File: src/rtl/uart_receiver_cfg.sv
// uart_receiver_cfg
//   Parametrised UART receiver with 5..9 data bits, optional odd/even parity
//   and 1 or 2 stop bits. The asynchronous rx line is oversampled with a
//   divided tick, and every bit is a 3-sample majority vote taken around the
//   bit midpoint. Each received word is held with a valid/ready handshake,
//   together with parity, framing and overrun flags.
//
// Ports
//   clk          in   single clock
//   reset        in   asynchronous, active-high
//   rx           in   serial line, idles high, LSB first
//   data         out  received word (DATA_BITS wide)
//   data_valid   out  word and flags available
//   data_ready   in   consumer accepts the held word
//   parity_err   out  parity mismatch on the held word
//   framing_err  out  a stop bit of the held word was sampled low
//   overrun_err  out  frames were lost while a word was held
//   receiving    out  frame in progress (start detect .. completion/abort)
//   baud_tick    out  single-cycle oversample tick (debug)
module uart_receiver_cfg #(
  parameter int unsigned CLK_FREQ   = 100_000_000,
  parameter int unsigned BAUD       = 115200,
  parameter int unsigned OVERSAMPLE = 16,
  parameter int unsigned DATA_BITS  = 8,
  parameter int unsigned PARITY     = 0,
  parameter int unsigned STOP_BITS  = 1
) (
  input  logic                 clk,
  input  logic                 reset,
  input  logic                 rx,
  output logic [DATA_BITS-1:0] data,
  output logic                 data_valid,
  input  logic                 data_ready,
  output logic                 parity_err,
  output logic                 framing_err,
  output logic                 overrun_err,
  output logic                 receiving,
  output logic                 baud_tick
);

  localparam int unsigned BAUD_OS = BAUD * OVERSAMPLE;
  localparam int unsigned DIV     = (CLK_FREQ + BAUD_OS / 2) / BAUD_OS;
  localparam int unsigned TW      = (DIV > 1) ? $clog2(DIV) : 1;
  localparam int unsigned OSW     = $clog2(OVERSAMPLE);
  localparam int unsigned BCW     = $clog2(DATA_BITS + 1);

  // Tick indices are 0-based, so the three samples land on the
  // (OVERSAMPLE/2-1)th, (OVERSAMPLE/2)th and (OVERSAMPLE/2+1)th tick of a bit.
  localparam logic [OSW-1:0] SAMP0   = OSW'(OVERSAMPLE / 2 - 2);
  localparam logic [OSW-1:0] SAMP1   = OSW'(OVERSAMPLE / 2 - 1);
  localparam logic [OSW-1:0] DECIDE  = OSW'(OVERSAMPLE / 2);
  localparam logic [OSW-1:0] OS_LAST = OSW'(OVERSAMPLE - 1);
  localparam logic [TW-1:0]  TICK_LAST = TW'(DIV - 1);
  localparam logic [BCW-1:0] DATA_LAST = BCW'(DATA_BITS - 1);
  localparam logic [BCW-1:0] STOP_LAST = BCW'(STOP_BITS - 1);

  typedef enum logic [2:0] {
    S_IDLE,
    S_START,
    S_DATA,
    S_PARITY,
    S_STOP
  } state_t;

  state_t               state_q;
  logic                 rx_meta_q;
  logic                 rxs_q;
  logic                 rxs_prev_q;
  logic                 armed_q;
  logic [TW-1:0]        tick_cnt_q;
  logic [OSW-1:0]       os_cnt_q;
  logic [BCW-1:0]       bit_cnt_q;
  logic [1:0]           samp_q;
  logic [DATA_BITS-1:0] shift_q;
  logic                 par_q;
  logic                 fe_acc_q;

  logic tick;
  logic start_det;
  logic decide;
  logic bit_val;
  logic complete;
  logic perr_new;
  logic ferr_new;

  // Two-flop synchronizer plus edge-detect history, all idling high.
  always_ff @(posedge clk or posedge reset) begin
    if (reset) begin
      rx_meta_q  <= 1'b1;
      rxs_q      <= 1'b1;
      rxs_prev_q <= 1'b1;
    end else begin
      rx_meta_q  <= rx;
      rxs_q      <= rx_meta_q;
      rxs_prev_q <= rxs_q;
    end
  end

  assign tick      = (tick_cnt_q == TICK_LAST);
  assign baud_tick = tick;
  assign start_det = (state_q == S_IDLE) && armed_q && rxs_prev_q && !rxs_q;
  assign decide    = tick && (os_cnt_q == DECIDE);

  // Third sample is the live synchronized value at the decision tick.
  assign bit_val = (samp_q[1] & samp_q[0]) | (samp_q[1] & rxs_q) | (samp_q[0] & rxs_q);

  assign complete = decide && (state_q == S_STOP) && (bit_cnt_q == STOP_LAST);
  assign ferr_new = fe_acc_q | ~bit_val;

  always_comb begin
    perr_new = 1'b0;
    if (PARITY == 1) begin
      perr_new = ~(^shift_q ^ par_q);
    end else if (PARITY == 2) begin
      perr_new = ^shift_q ^ par_q;
    end
  end

  // Tick divider; restarted on start detect so ticks are phase-aligned to the frame.
  always_ff @(posedge clk or posedge reset) begin
    if (reset) begin
      tick_cnt_q <= '0;
    end else if (start_det || tick) begin
      tick_cnt_q <= '0;
    end else begin
      tick_cnt_q <= tick_cnt_q + TW'(1);
    end
  end

  always_ff @(posedge clk or posedge reset) begin
    if (reset) begin
      state_q     <= S_IDLE;
      armed_q     <= 1'b1;
      os_cnt_q    <= '0;
      bit_cnt_q   <= '0;
      samp_q      <= '1;
      shift_q     <= '0;
      par_q       <= 1'b0;
      fe_acc_q    <= 1'b0;
      receiving   <= 1'b0;
      data        <= '0;
      data_valid  <= 1'b0;
      parity_err  <= 1'b0;
      framing_err <= 1'b0;
      overrun_err <= 1'b0;
    end else begin
      if (tick && (state_q != S_IDLE)) begin
        os_cnt_q <= (os_cnt_q == OS_LAST) ? '0 : os_cnt_q + OSW'(1);
        if ((os_cnt_q == SAMP0) || (os_cnt_q == SAMP1)) begin
          samp_q <= {samp_q[0], rxs_q};
        end
      end

      unique case (state_q)
        S_IDLE: begin
          if (rxs_q) begin
            armed_q <= 1'b1;
          end
          if (start_det) begin
            state_q   <= S_START;
            os_cnt_q  <= '0;
            fe_acc_q  <= 1'b0;
            receiving <= 1'b1;
          end
        end
        S_START: begin
          if (decide) begin
            if (!bit_val) begin
              state_q   <= S_DATA;
              bit_cnt_q <= '0;
            end else begin
              state_q   <= S_IDLE;
              receiving <= 1'b0;
            end
          end
        end
        S_DATA: begin
          if (decide) begin
            shift_q <= {bit_val, shift_q[DATA_BITS-1:1]};
            if (bit_cnt_q == DATA_LAST) begin
              state_q   <= (PARITY != 0) ? S_PARITY : S_STOP;
              bit_cnt_q <= '0;
            end else begin
              bit_cnt_q <= bit_cnt_q + BCW'(1);
            end
          end
        end
        S_PARITY: begin
          if (decide) begin
            par_q   <= bit_val;
            state_q <= S_STOP;
          end
        end
        S_STOP: begin
          if (decide) begin
            if (!bit_val) begin
              fe_acc_q <= 1'b1;
            end
            if (bit_cnt_q == STOP_LAST) begin
              // Leave at the last stop midpoint so a back-to-back start edge
              // is caught; re-arming waits for rx to be seen high again.
              state_q   <= S_IDLE;
              armed_q   <= 1'b0;
              receiving <= 1'b0;
            end else begin
              bit_cnt_q <= bit_cnt_q + BCW'(1);
            end
          end
        end
        default: begin
          state_q   <= S_IDLE;
          receiving <= 1'b0;
        end
      endcase

      // A completing frame takes priority over a plain handshake clear.
      if (complete) begin
        if (!data_valid || data_ready) begin
          data        <= shift_q;
          parity_err  <= perr_new;
          framing_err <= ferr_new;
          overrun_err <= 1'b0;
          data_valid  <= 1'b1;
        end else begin
          overrun_err <= 1'b1;
        end
      end else if (data_valid && data_ready) begin
        data_valid  <= 1'b0;
        parity_err  <= 1'b0;
        framing_err <= 1'b0;
        overrun_err <= 1'b0;
      end
    end
  end

endmodule

File: config.mk
export PLATFORM = sky130hd
export DESIGN_NAME = uart_receiver_cfg
export DESIGN_NICKNAME = d
export VERILOG_FILES = /design/src/rtl/uart_receiver_cfg.sv
export SDC_FILE = /design/constraint.sdc
export NUM_CORES = 1
export LEC_CHECK = 0
export CAP_MARGIN = 40
export CORE_MARGIN = 5
export CORE_UTILIZATION = 45
export DETAILED_ROUTE_END_ITERATION = 6
export MAX_ROUTING_LAYER = met4
export PLACE_DENSITY = 0.67
export SYNTH_ARGS = -nofsm -noshare
export SYNTH_HDL_FRONTEND = slang
export SYNTH_SLANG_ARGS = --single-unit
export TNS_END_PERCENT = 50
File: constraint.sdc
create_clock -name clk -period 2 [get_ports clk]
set_input_delay 0.3 -clock clk [delete_from_list [all_inputs] [get_ports clk]]
set_output_delay 0.3 -clock clk [all_outputs]
set_load 0.03 [all_outputs]
=== Yosys cells after proc, flatten, opt, wreduce, memory -nomap -nowiden ===
Cells that the tools add are included.

* Register bits: 45
* Bits of input ports: 4
* Output and inout bits: 14
* Word-level logic and storage cells: 122

* $add $sub $neg: 3
* Eq/ne operators: 23
* Muxes and demuxes: 42
* Bitwise gates (word level): 8
* Reduce and logical (&&, ||, !) cells: 29

{| class="wikitable"
|+ Operator list
! operator !! count
|-
| $mux W4 || 10
|-
| $ne A2 B2 Y1 const B || 11
|-
| $mux W3 || 7
|-
| $mux W1 || 18
|-
| $pmux W3 S5 || 1
|-
| $eq A4 B3 Y1 const B || 3
|-
| $pmux W4 S3 || 1
|-
| $reduce_and A6 Y1 || 2
|-
| $add A4 B1 Y4 const B || 2
|-
| $eq A4 B4 Y1 const B || 2
|-
| $logic_and A1 B1 Y1 || 8
|-
| $reduce_and A2 Y1 || 4
|-
| $reduce_and A4 Y1 || 2
|-
| $reduce_and A7 Y1 || 1
|-
| $add A6 B1 Y6 const B || 1
|-
| $eq A3 B2 Y1 const B || 2
|-
| $eq A6 B6 Y1 const B || 1
|-
| $mux W6 || 1
|-
| $reduce_bool A3 Y1 || 2
|-
| $logic_not A4 Y1 || 1
|-
| $ne A2 B1 Y1 const B || 2
|-
| $pmux W1 S2 || 2
|-
| $pmux W1 S4 || 1
|-
| $reduce_bool A2 Y1 || 2
|-
| other kinds (10) || 18
|}

=== Depth between registers and ports, before layout ===
* Depth after elaboration: 7
* Depth in mapped cells: 8

=== Worst setup path after synthesis ===
No wires, ideal clock.

* Path type: reg-to-reg
* Start point: register tick_cnt_q[1]
* End point: register shift_q[0]
* Arrival time: 1.908 ns
* Data required time: 1.875 ns
* Path slack: -0.032 ns
* Stages on the path, launching flop included: 8
* Buffers on the path: 1
* Clock period less this slack: 2.032 ns
* Cells stage by stage: dfrtp_1 inv_1 ha_1 nand2_1 or4b_1 buf_2 nor2_2 mux2_2

* Word-level cells in the longest chain between the ends: 3

{| class="wikitable"
|+ Ends and longest elaborated chain
! what !! line !! RTL
|-
| from (decl) || 70 || <nowiki>logic [TW-1:0] tick_cnt_q;</nowiki>
|-
| from (signal assigned) || 126 || <nowiki>tick_cnt_q <= tick_cnt_q + TW'(1);</nowiki>
|-
| $eq A6 B6 Y1 || 99 || <nowiki>assign tick = (tick_cnt_q == TICK_LAST);</nowiki>
|-
| $logic_and A1 B1 Y1 || 102 || <nowiki>assign decide = tick && (os_cnt_q == DECIDE);</nowiki>
|-
| $reduce_and A2 Y1 (no line) || - ||
|-
| to (signal assigned) || 179 || <nowiki>shift_q <= {bit_val, shift_q[DATA_BITS-1:1]};</nowiki>
|-
| to (decl) || 74 || <nowiki>logic [DATA_BITS-1:0] shift_q;</nowiki>
|}

No other way between the ends.
A chain may end at the register's enable or synchronous reset.

=== Worst setup path in the final report ===
* Start point: register tick_cnt_q[1]
* End point: register data[4]

* Word-level cells in the longest chain between the ends: 5

{| class="wikitable"
|+ Ends and longest elaborated chain
! what !! line !! RTL
|-
| $eq A6 B6 Y1 || 99 ||
|-
| $logic_and A1 B1 Y1 || 102 ||
|-
| $logic_and A1 B1 Y1 (2 in series) || 107 || <nowiki>assign complete = decide && (state_q == S_STOP) && (bit_cnt_q == STOP_LAST);</nowiki>
|-
| $reduce_and A2 Y1 (no line) || - ||
|-
| to (signal assigned) || 219 || <nowiki>data <= shift_q;</nowiki>
|-
| to (decl) || 31 || <nowiki>output logic [DATA_BITS-1:0] data,</nowiki>
|}

No other way between the ends.

==> results by group <==
Synth
  – Mapped Area: 0.00208 mm^2
  – Flops & latches, synth: 44
  – Top cell type's share of synthesized area: 0.457
  – Largest cells by area after synthesis: dfrtp_1 46%, mux2_2 9.7%, dfstp_2 7.6%
  – Warnings, synthesis: 0
  – Post-synth top flop: dfrtp_1
  – Seq/Total Area, Yosys: 0.533
  – Post-synthesis instance total: 184
  – Area leader, netlist: dfrtp_1
  – Distinct cell type count after synthesis: 46
  – Syn Nets: 195
  – EDFF count, synth: 0
  – Asr flop ratio synth: 1.00
  – Mean Syn Cell Area: 11.3 um^2

CTS
  – Clock root buffer: clkbuf_8
  – Worst-Skew Late Latency: 290 ps
  – CTS tree: yes
  – Worst-path clk slew: 80 ps
  – H-tree depth: 2
  – Clock tree buffer depth: 2
  – Cts bufs inserted: 5
  – CTS Sinks: 44

Critical path
  – Crit path max fanout: 8
  – CP Cell Sequence: inv_1 -> ha_2 -> nand2_2 -> or4b_4 -> nor2_4 -> nand3_4 -> mux2_2
  – Startpoint Class: register
  – Critical Path AT: 2150 ps
  – Critical path's slowest cell: or4b_4
  – Worst setup EP type: register
  – CP required: 2180 ps
  – Crit path kind: register to register
  – Crit path largest cell delay: 600 ps

Finish
  – Fin nets: 231
  – Area of the multi-input gates: 977 um^2
  – Final core utilization: 0.589
  – Commonest non-fill, non-tap cell in the layout: dfrtp_1
  – Reg area: 0.00111 mm^2
  – Antenna diodes: 0
  – Commonest non-fill, non-tap cells in the layout: 38 x dfrtp_1, 19 x buf_4, 15 x nor2_1, 15 x clkdlybuf4s50_1, 14 x nand2_1
  – Final instance area: 0.00260 mm^2
  – Area delta synth->final: 25.1%
  – Layout cells sized above 1: 0.294
  – Fillers: 368

Drt
  – Pre-antenna DRT Iters: 4
  – DR iter-0 viols: 70
  – Vias per cell: 5.41
  – Final wirelength: 4.07 mm
  – Via Count: 1476
  – Residual DRC: 0
  – DRT antenna net count: 0
  – Routed len/inst: 14.9 um

Die
  – Die outline area: 0.00608 mm^2
  – Core area: 0.00441 mm^2
  – Ports: 18
  – Die width: 78.0 um
  – Starting Density: 0.471
  – Rows: 24
  – Die height: 78.0 um

Pwr
  – Maximum vdd drop: 0.000577 V
  – Leak Pwr: 1.19 nW
  – Pwr dens: 864 mW/mm^2

STA
  – Slew headroom: 0.638
  – Layout Skew: 6.69 ps
  – Slew @ Worst Pin: 539 ps
  – Fmax: 0.506 GHz
  – Final worst-path setup slack: 25.6 ps
  – Final Hold Vio Count: 0
  – Final Setup Violations: 0
  – Final period utilization: 0.987
  – RSZ-0062 raised after global routing: true
  – Tmin final: 1970 ps
  – Final Slew Violations: 0

Place
  – Dpl cell area: 0.00240 mm^2
  – RD Place Congestion: 0.821
  – Placement Setup Slack: -67.2 ps
  – Port-buffer cells: 16
  – DPL Wire Length: 2.93 mm

Global routing
  – Initial antenna violation count: 0
  – GRT overflow: 0
  – GRT Overall Usage: 0.146
  – First-pass GRT wire length: 6.93 mm
  – Pin count of the biggest net entering global routing: 45
  – Vias in the first global route: 1527

Min path
  – Min-Delay Path Class: register to register

Status
  – Status: finished clean

Run
  – Number of max-cap violations: 0
[where the power goes]
group	switching (mW)	internal, mW
Sequential	0.0777	0.968
Combinational	0.273	0.261
Clock	0.299	0.369
Total	0.650	1.60
[layout make-up]
class,count,share of cell area
Tap cell,52,0.0250
Inverter,7,0.0101
Sequential cell,44,0.426
Clock inverter,3,0.0164
Multi-Input combinational cell,127,0.376
Timing Repair Buffer,35,0.120
Clock buffer,5,0.0265
[final timing paths]
kind | depth (start not counted) | from | to | slack, ps
worst max-delay path | 7 | tick_cnt_q[1] | data[4] | 30
worst min-delay path | 0 | rx_meta_q | rxs_q | 360
worst max register to register | 7 | tick_cnt_q[1] | data[4] | 30
worst min register to register | 0 | rx_meta_q | rxs_q | 360
max in group asynchronous | 3 | reset | armed_q | 1180
min in group asynchronous | 3 | reset | tick_cnt_q[5] | 430
[cell families after synthesis]
kind of cell,Yosys count,synth area share
AOI/OAI and AO/OA,27,0.0830
xor gates and xnor gates,6,0.0253
adders and majority gates,8,0.0469
buffers and inverters,13,0.0265
DFF,44,0.533
muxes,20,0.107
other,1,0.00180
and+or+nand+nor,65,0.176
[metrics by stage]
stage	std cells	power [mW]	TNS, ps	hold slack [ps]
after floorplan	184	1.38	0	304
after global placement	262	1.53	-102	345
after detailed placement	262	1.55	-828	347
after CTS	270	2.22	0	359
after global routing	273	2.38	-828	362
final	273	2.25	0	358
[per-layer routing]
layer	GRT usage	wire length, um	vias to the layer above
met4	0.0405	48	0
li1	-	-	710
met2	0.231	2040	23
met5	-	0	-
met1	0.176	1850	736
met3	0.0509	130	7
[worst max-delay path: cells and delay by family (launching register included)]
kind / cells / cell delay [ps]
flops: 1 / 400
fa+ha+maj: 1 / 160
buf+inv: 1 / 60
mux: 1 / 300
simple gates: 4 / 940
[cell usage after synthesis (all sizes together) (2+ instances only)]
cell type	number
a21oi	5
mux2i	2
xnor2	3
or3b	3
ha	7
buf	3
o21ai	10
nand2b	3
nor3	3
nor4	3
nor2	18
clkbuf	3
mux2	18
nand3b	3
nor2b	2
a21o	4
o211ai	2
dfstp	6
xor2	3
nand3	7
nand2	15
dfrtp	38
inv	7
[what timing repair did]
| item | 4_1_cts | 5_1_grt |
|---|---|---|
| setup endpoints to repair | 18 | 20 |
| gates resized for setup | 1 | 14 |
| pin swaps | 0 | 6 |
| hold buffers | 0 | 0 |
| setup buffers | 0 | 3 |
[sequential cells by signal (all words and copies together) (netlist names)]
| register | count |
|---|---|
| shift_q | 8 |
| framing_err | 1 |
| rx_meta_q | 1 |
| state_q | 3 |
| samp_q | 2 |
| armed_q | 1 |
| data_valid | 1 |
| tick_cnt_q | 6 |
| data | 8 |
| fe_acc_q | 1 |
| rxs_q | 1 |
| bit_cnt_q | 4 |
| os_cnt_q | 4 |
| overrun_err | 1 |
| rxs_prev_q | 1 |
| receiving | 1 |
Note: power is estimated with default switching activity, not from simulation.
